## src/rtl/chan_pkg.sv

```systemverilog
// chan_pkg: shared definitions for the enabled_channel block.
//   - Default parameter values (data width, FIFO depth, item count, stats width).
//   - FSM state encoding used by the channel controller.
// Optional feature macro used by the block: CHAN_STATS_EN.
package chan_pkg;

    localparam int unsigned CHAN_DW     = 8;
    localparam int unsigned CHAN_DEPTH  = 4;
    localparam int unsigned CHAN_NITEMS = 16;
    localparam int unsigned CHAN_SW     = 16;

    typedef enum logic [1:0] {
        IDLE  = 2'd0,
        RUN   = 2'd1,
        DRAIN = 2'd2,
        DONE  = 2'd3
    } chan_state_e;

endpackage

```

## src/rtl/enabled_channel_if.sv

```systemverilog
// enabled_channel_if: bundles the enable inputs and observation outputs of
// enabled_channel.
//   master : drives ens/enr, observes everything else (scenario side).
//   slave  : the channel itself.
// Signals: ens, enr (enables); rx_valid, rx_data (delivered item);
//          tx_count, rx_count, level, done (progress);
//          ens_cycles, enr_cycles, ovl_cycles only when CHAN_STATS_EN is defined.
interface enabled_channel_if
    import chan_pkg::*;
#(
    parameter int unsigned DW     = CHAN_DW,
    parameter int unsigned DEPTH  = CHAN_DEPTH,
    parameter int unsigned NITEMS = CHAN_NITEMS,
    parameter int unsigned SW     = CHAN_SW
);
    localparam int unsigned TCW = $clog2(NITEMS + 1);
    localparam int unsigned LW  = $clog2(DEPTH + 1);

    logic           ens;
    logic           enr;
    logic           rx_valid;
    logic [DW-1:0]  rx_data;
    logic [TCW-1:0] tx_count;
    logic [TCW-1:0] rx_count;
    logic [LW-1:0]  level;
    logic           done;
`ifdef CHAN_STATS_EN
    logic [SW-1:0]  ens_cycles;
    logic [SW-1:0]  enr_cycles;
    logic [SW-1:0]  ovl_cycles;

    modport master (
        output ens, enr,
        input  rx_valid, rx_data, tx_count, rx_count, level, done,
        input  ens_cycles, enr_cycles, ovl_cycles
    );
    modport slave (
        input  ens, enr,
        output rx_valid, rx_data, tx_count, rx_count, level, done,
        output ens_cycles, enr_cycles, ovl_cycles
    );
`else
    modport master (
        output ens, enr,
        input  rx_valid, rx_data, tx_count, rx_count, level, done
    );
    modport slave (
        input  ens, enr,
        output rx_valid, rx_data, tx_count, rx_count, level, done
    );
`endif

endinterface

```

## src/rtl/chan_fifo.sv

```systemverilog
// chan_fifo: circular-buffer FIFO with registered read data.
//   clk, rst   : clock, synchronous active-high reset (clears contents too)
//   push_i     : write wr_data_i (honoured when not full, or when a pop
//                happens in the same cycle)
//   pop_i      : read oldest item (honoured only when not empty; no bypass)
//   wr_data_i  : write data
//   rd_valid_o : one-cycle pulse the cycle after an accepted pop
//   rd_data_o  : item popped in the previous cycle
//   full_o, empty_o, level_o : occupancy status
module chan_fifo
    import chan_pkg::*;
#(
    parameter int unsigned DW    = CHAN_DW,
    parameter int unsigned DEPTH = CHAN_DEPTH
) (
    input  logic                       clk,
    input  logic                       rst,
    input  logic                       push_i,
    input  logic                       pop_i,
    input  logic [DW-1:0]              wr_data_i,
    output logic                       rd_valid_o,
    output logic [DW-1:0]              rd_data_o,
    output logic                       full_o,
    output logic                       empty_o,
    output logic [$clog2(DEPTH+1)-1:0] level_o
);
    localparam int unsigned AW = $clog2(DEPTH);
    localparam int unsigned LW = $clog2(DEPTH + 1);
    localparam logic [LW-1:0] DEPTH_C = LW'(DEPTH);

    logic [DW-1:0] mem_q [DEPTH];
    logic [AW-1:0] wr_ptr_q, rd_ptr_q;
    logic [LW-1:0] count_q;
    logic          rd_valid_q;
    logic [DW-1:0] rd_data_q;

    logic pop_ok, push_ok;

    // Pop sees only items already stored, so push and pop on empty is push only.
    assign pop_ok  = pop_i & (count_q != '0);
    assign push_ok = push_i & ((count_q != DEPTH_C) | pop_ok);

    always_ff @(posedge clk) begin
        if (rst) begin
            for (int unsigned i = 0; i < DEPTH; i++) begin
                mem_q[i] <= '0;
            end
            wr_ptr_q   <= '0;
            rd_ptr_q   <= '0;
            count_q    <= '0;
            rd_valid_q <= 1'b0;
            rd_data_q  <= '0;
        end else begin
            // DEPTH is a power of two, so the pointers wrap naturally.
            if (push_ok) begin
                mem_q[wr_ptr_q] <= wr_data_i;
                wr_ptr_q        <= wr_ptr_q + 1'b1;
            end
            if (pop_ok) begin
                rd_data_q <= mem_q[rd_ptr_q];
                rd_ptr_q  <= rd_ptr_q + 1'b1;
            end
            rd_valid_q <= pop_ok;
            case ({push_ok, pop_ok})
                2'b10:   count_q <= count_q + 1'b1;
                2'b01:   count_q <= count_q - 1'b1;
                default: count_q <= count_q;
            endcase
        end
    end

    assign rd_valid_o = rd_valid_q;
    assign rd_data_o  = rd_data_q;
    assign full_o     = (count_q == DEPTH_C);
    assign empty_o    = (count_q == '0);
    assign level_o    = count_q;

endmodule

```

## src/rtl/enabled_channel.sv

```systemverilog
// enabled_channel: enable-gated point-to-point transfer channel.
// A built-in sender pushes items 0,1,2,... (mod 2^DW) into chan_fifo while
// ens is high; a built-in receiver pops while enr is high. NITEMS items are
// transferred in total, after which done sticks high until reset.
//   clk : rising-edge clock
//   rst : synchronous, active-high reset
//   bus : enabled_channel_if.slave (ens/enr in; rx_valid, rx_data, tx_count,
//         rx_count, level, done out; stats counters with CHAN_STATS_EN)
// Optional feature macro: CHAN_STATS_EN adds saturating counters of ens,
// enr and ens&enr cycles.
module enabled_channel
    import chan_pkg::*;
#(
    parameter int unsigned DW     = CHAN_DW,
    parameter int unsigned DEPTH  = CHAN_DEPTH,
    parameter int unsigned NITEMS = CHAN_NITEMS,
    parameter int unsigned SW     = CHAN_SW
) (
    input  logic               clk,
    input  logic               rst,
    enabled_channel_if.slave   bus
);
    localparam int unsigned TCW = $clog2(NITEMS + 1);
    localparam int unsigned LW  = $clog2(DEPTH + 1);
    localparam logic [TCW-1:0] NITEMS_C = TCW'(NITEMS);

    chan_state_e    state_q;
    logic           done_q;
    logic [TCW-1:0] tx_count_q, tx_count_d;
    logic [TCW-1:0] rx_count_q, rx_count_d;

    logic          push, pop;
    logic          fifo_full, fifo_empty;
    logic [LW-1:0] fifo_level;
    logic          fifo_rd_valid;
    logic [DW-1:0] fifo_rd_data;
    logic [DW-1:0] tx_data;

    // Pushes stop in DRAIN/DONE; DONE ignores both enables.
    assign pop  = bus.enr & ~fifo_empty & (state_q != DONE);
    assign push = bus.ens & (tx_count_q < NITEMS_C) & (~fifo_full | pop)
                & ((state_q == IDLE) | (state_q == RUN));

    assign tx_count_d = tx_count_q + TCW'(push);
    assign rx_count_d = rx_count_q + TCW'(pop);
    assign tx_data    = DW'(tx_count_q);

    chan_fifo #(
        .DW    (DW),
        .DEPTH (DEPTH)
    ) u_fifo (
        .clk        (clk),
        .rst        (rst),
        .push_i     (push),
        .pop_i      (pop),
        .wr_data_i  (tx_data),
        .rd_valid_o (fifo_rd_valid),
        .rd_data_o  (fifo_rd_data),
        .full_o     (fifo_full),
        .empty_o    (fifo_empty),
        .level_o    (fifo_level)
    );

    always_ff @(posedge clk) begin
        if (rst) begin
            state_q    <= IDLE;
            done_q     <= 1'b0;
            tx_count_q <= '0;
            rx_count_q <= '0;
        end else begin
            tx_count_q <= tx_count_d;
            rx_count_q <= rx_count_d;
            case (state_q)
                IDLE, RUN: begin
                    // Decided on next-state counts so the last push and last
                    // pop in one cycle go straight to DONE.
                    if (tx_count_d == NITEMS_C) begin
                        if (rx_count_d == NITEMS_C) begin
                            state_q <= DONE;
                            done_q  <= 1'b1;
                        end else begin
                            state_q <= DRAIN;
                        end
                    end else if (push) begin
                        state_q <= RUN;
                    end
                end
                DRAIN: begin
                    if (rx_count_d == NITEMS_C) begin
                        state_q <= DONE;
                        done_q  <= 1'b1;
                    end
                end
                default: begin
                    state_q <= DONE;
                    done_q  <= 1'b1;
                end
            endcase
        end
    end

    assign bus.rx_valid = fifo_rd_valid;
    assign bus.rx_data  = fifo_rd_data;
    assign bus.tx_count = tx_count_q;
    assign bus.rx_count = rx_count_q;
    assign bus.level    = fifo_level;
    assign bus.done     = done_q;

`ifdef CHAN_STATS_EN
    logic [SW-1:0] ens_cyc_q, enr_cyc_q, ovl_cyc_q;

    // Counters run in every state, DONE included, and hold at all-ones.
    always_ff @(posedge clk) begin
        if (rst) begin
            ens_cyc_q <= '0;
            enr_cyc_q <= '0;
            ovl_cyc_q <= '0;
        end else begin
            if (bus.ens && (ens_cyc_q != '1)) begin
                ens_cyc_q <= ens_cyc_q + 1'b1;
            end
            if (bus.enr && (enr_cyc_q != '1)) begin
                enr_cyc_q <= enr_cyc_q + 1'b1;
            end
            if (bus.ens && bus.enr && (ovl_cyc_q != '1)) begin
                ovl_cyc_q <= ovl_cyc_q + 1'b1;
            end
        end
    end

    assign bus.ens_cycles = ens_cyc_q;
    assign bus.enr_cycles = enr_cyc_q;
    assign bus.ovl_cycles = ovl_cyc_q;
`endif

endmodule

```

## src/flat_wrapper.sv

```systemverilog
// flat-port wrapper written by rule: the top's interface ports become plain ports
module enabled_channel_flat import chan_pkg::*;
#(
    parameter int unsigned DW     = CHAN_DW,
    parameter int unsigned DEPTH  = CHAN_DEPTH,
    parameter int unsigned NITEMS = CHAN_NITEMS,
    parameter int unsigned SW     = CHAN_SW
)
  (clk, rst, bus_ens, bus_enr, bus_rx_valid, bus_rx_data, bus_tx_count, bus_rx_count, bus_level, bus_done);
  enabled_channel_if #(.DW(DW), .DEPTH(DEPTH), .NITEMS(NITEMS), .SW(SW)) bus_i ();
  input  logic clk;
  input  logic rst;
  input wire logic [$bits(bus_i.ens)-1:0] bus_ens;
  input wire logic [$bits(bus_i.enr)-1:0] bus_enr;
  output wire logic [$bits(bus_i.rx_valid)-1:0] bus_rx_valid;
  output wire logic [$bits(bus_i.rx_data)-1:0] bus_rx_data;
  output wire logic [$bits(bus_i.tx_count)-1:0] bus_tx_count;
  output wire logic [$bits(bus_i.rx_count)-1:0] bus_rx_count;
  output wire logic [$bits(bus_i.level)-1:0] bus_level;
  output wire logic [$bits(bus_i.done)-1:0] bus_done;
  assign bus_i.ens = bus_ens;
  assign bus_i.enr = bus_enr;
  assign bus_rx_valid = bus_i.rx_valid;
  assign bus_rx_data = bus_i.rx_data;
  assign bus_tx_count = bus_i.tx_count;
  assign bus_rx_count = bus_i.rx_count;
  assign bus_level = bus_i.level;
  assign bus_done = bus_i.done;
  enabled_channel #(.DW(DW), .DEPTH(DEPTH), .NITEMS(NITEMS), .SW(SW)) u_core (.clk(clk), .rst(rst), .bus(bus_i));
endmodule
```

## config.mk

```make
export PLATFORM = sky130hd
export DESIGN_NAME = enabled_channel_flat
export DESIGN_NICKNAME = d
export VERILOG_FILES = /design/src/rtl/chan_pkg.sv /design/src/rtl/enabled_channel_if.sv /design/src/rtl/chan_fifo.sv /design/src/rtl/enabled_channel.sv /design/src/flat_wrapper.sv
export SDC_FILE = /design/constraint.sdc
export NUM_CORES = 1
export LEC_CHECK = 0
export BUFFER_PORTS_ARGS = -buffer_cell sky130_fd_sc_hd__buf_2
export CORE_MARGIN = 3
export CORE_UTILIZATION = 60
export DETAILED_ROUTE_END_ITERATION = 16
export PLACE_DENSITY_LB_ADDON = 0.3
export SLEW_MARGIN = 40
export SYNTH_ARGS = -nofsm -noshare
export SYNTH_HDL_FRONTEND = slang
export SYNTH_HIERARCHICAL = 1
export SYNTH_SLANG_ARGS = --single-unit
```

## constraint.sdc

```tcl
create_clock -name clk -period 5.35 [get_ports clk]
set_clock_uncertainty 0.1 [all_clocks]
set_input_delay 0.535 -clock clk [delete_from_list [all_inputs] [get_ports clk]]
set_output_delay 0.535 -clock clk [all_outputs]
set_load 0.02 [all_outputs]
```

==> flow_summary_export.csv <==
group,metric,value,unit
run_status,status,"complete, no violations",
clocking,root_buffer,"clkbuf_8",
cells_and_area,seq_area,1541,um2
sta,final.period_utilization,0.6655,
placed_design,dp_hpwl,3.365,mm
sta,slew_viol_final,0,
detailed_routing,num_vias,1814,
sta,fin_setup_tns,0,ps
synthesis,yosysWarnings,6,
synthesis,synth_ff_type,"edfxtp_1",
floorplan,io_pins,27,
global_route,grt_overflow,0,
cells_and_area,area_growth,15.73,%
sta,layout_min_cycle_time,3560,ps
pwr,peakVddDrop,0.2079,mV
critical_path,cp_cell_sequence,"inv_1, and3_1, a2111oi_0, buf_4, ha_1, ha_1, or4b_2, o22ai_1, mux2_4, a221oi_2",
cells_and_area,layout_commonest_cell,"and2_1",
detailed_routing,via_per_inst,5.530,
min_path,holdCritPathClass,"reg -> reg",
clocking,ctsHoldBuffers,0,
cells_and_area,drive_above_1_share,0.2122,
global_route,grt_pass1_wl,8.273,mm
clocking,cts_tree,"yes",
critical_path,cpPeakStageDelay,640,ps
sta,tightest_slew,766.5,ps
floorplan,rows,23,
sta,max_freq,280.9,MHz
global_route,grt_max_degree,38,
pwr,p_per_area,396.7,nW/um2
cells_and_area,final_nets,283,
clocking,htreeDepth,3,
clocking,clock-sinks,61,
floorplan,core_area,4173,um2
detailed_routing,wire_per_inst,15.13,um
placed_design,place_congestion,0.7582,
cells_and_area,insertedDiodeCount,0,
placed_design,portBuffers,26,
pwr,p_leak,1.264,nW
job,max-cap-violations,0,
clocking,post-cts-setup-buffer-count,0,
floorplan,fp.dieW,73.04,um
critical_path,startpoint_type,"register",
critical_path,cpMaxStageDelayCell,"or4b_2",
clocking,path_clk_slew,70,ps
synthesis,synth_area,2696,um2
cells_and_area,finalInstanceArea,3120,um2
global_route,grt_pass1_vias,1695,
cells_and_area,layout_common_cells,"and2_1 (33), edfxtp_1 (32), dfxtp_1 (29)",
clocking,post_cts_resized,0,
sta,max_slew_margin,0.4850,
detailed_routing,drt_wl_total,4.961,mm
synthesis,avgSynthCellArea,11.77,um2
detailed_routing,dr.pass1.iters,4,
synthesis,synthDistinctLibCells,40,
critical_path,crit_path_frequent_cell,"ha_1",
detailed_routing,drc,0,
cells_and_area,final_util,0.7478,
critical_path,arrival,3720,ps
global_route,antenna_found_initial,0,
floorplan,initial_core_util,0.6462,
critical_path,end_kind,"register",
clocking,clock_latency,340,ps
sta,hold_viol_final,0,
floorplan,die-area,5334,um2
placed_design,placed_area,2927,um2
cells_and_area,fillCellCount,296,
sta,setup_violations,0,
critical_path,crit_type,"reg -> reg",
global_route,grt_usage,0.2170,
synthesis,synth_edf_count,32,
floorplan,fp.dieH,73.04,um
synthesis,async_flop_share,0,
clocking,cts-buffers-inserted,9,
clocking,clock_path_buffers,2,
synthesis,syn_inst,229,
detailed_routing,drt_iter0_markers,173,
sta,rsz0062_at_grt,"false",
synthesis,synth_seq_cells,61,
critical_path,path_max_fanout,6,
cells_and_area,multiInputGateArea,1147,um2
synthesis,yosysSeqAreaShare,0.5717,
critical_path,cp.required,5510,ps
detailed_routing,ant_nets,0,
==> worst paths after layout <==
path,startpoint,end,slack [ps],depth (start not counted)
setup / recovery,u_core/u_fifo/level_o[0],u_core/state_q[0],1790,10
hold / removal,u_core/bus.done,u_core/bus.done,350,2
setup reg to reg,u_core/u_fifo/level_o[0],u_core/state_q[0],1790,10
hold reg to reg,u_core/bus.done,u_core/bus.done,350,2
==> worst max-delay path: cells and delay by family, from the launching register on <==
| family | cells | cell delay, ps |
|---|---|---|
| adders and majority gates | 2 | 450 |
| buffers and inverters | 2 | 340 |
| DFF | 1 | 490 |
| AOI/OAI and AO/OA | 3 | 910 |
| and+or+nand+nor | 2 | 830 |
| muxes | 1 | 340 |
==> power breakdown <==
part,switching (mW),internal [mW],leakage (nW)
clock,0.171,0.222,0.101
sequential,0.0494,0.546,0.571
combinational,0.143,0.106,0.592
==> final cells by class <==
type | instances | area share
clock buffers | 10 | 0.04411
clock inverters | 6 | 0.01684
inverters | 9 | 0.01083
multi-input cells | 164 | 0.3677
flip-flops and latches | 61 | 0.4940
well taps | 50 | 0.02005
repair buffers | 28 | 0.04651
==> Yosys cell counts, types with 2 or more instances <==
cell type / number / area share
or3_1: 5 / 0.012
xor2_1: 7 / 0.023
o21bai_1: 2 / 0.0056
mux4_2: 8 / 0.067
o21ai_0: 4 / 0.0074
a21oi_1: 16 / 0.030
nor3_1: 3 / 0.0056
nor2_1: 17 / 0.024
clkbuf_1: 3 / 0.0042
nand2_1: 19 / 0.026
ha_1: 5 / 0.023
dfxtp_1: 29 / 0.22
nand3_1: 4 / 0.0074
and2_1: 33 / 0.077
nand2b_1: 5 / 0.012
xnor2_1: 3 / 0.0097
inv_1: 8 / 0.011
buf_2: 2 / 0.0037
edfxtp_1: 32 / 0.36
nor2b_1: 4 / 0.0093
==> metrics by stage <==
| step | hold WS [ps] | setup slack [ps] | cells | power (mW) |
|---|---|---|---|---|
| after floorplan | 392.7 | 1538 | 240 | 0.7781 |
| after global placement | 333.0 | 1995 | 312 | 0.8399 |
| after detailed placement | 342.1 | 1863 | 312 | 0.8493 |
| after CTS | 352.3 | 1825 | 328 | 1.243 |
| after global routing | 369.4 | 1607 | 328 | 1.302 |
| final | 349.4 | 1790 | 328 | 1.238 |
==> sequential cells by signal, indices dropped and copies added (netlist names) <==
name / flops
u_core/u_fifo/rd_valid_o: 1
u_core/bus.done: 1
u_core/u_fifo/mem_q: 32
u_core/u_fifo/rd_ptr_q: 2
u_core/bus.tx_count: 5
u_core/bus.rx_count: 5
u_core/u_fifo/level_o: 3
u_core/state_q: 2
u_core/u_fifo/wr_ptr_q: 2
u_core/u_fifo/rd_data_o: 8
==> layer usage <==
| layer | GRT usage | up-vias | share of wire | wire length [um] |
|---|---|---|---|---|
| li1 | - | 880 | - | - |
| met1 | 0.2853 | 873 | 0.46 | 2282 |
| met2 | 0.3168 | 54 | 0.48 | 2360 |
| met3 | 0.07851 | 7 | 0.047 | 235 |
| met4 | 0.1086 | 0 | 0.017 | 82 |
| met5 | 0 | - | 0 | 0 |
==> kinds of logic after synthesis <==
group,count (synthesis),share of synthesized area
xor+xnor,10,0.03248
fa+ha+maj,6,0.03063
compound gates,29,0.06497
flops,61,0.5717
mux,9,0.07239
buf+inv,15,0.02181
simple gates,98,0.2046
other cells,1,0.001391
(Power assumes the default switching activity.)
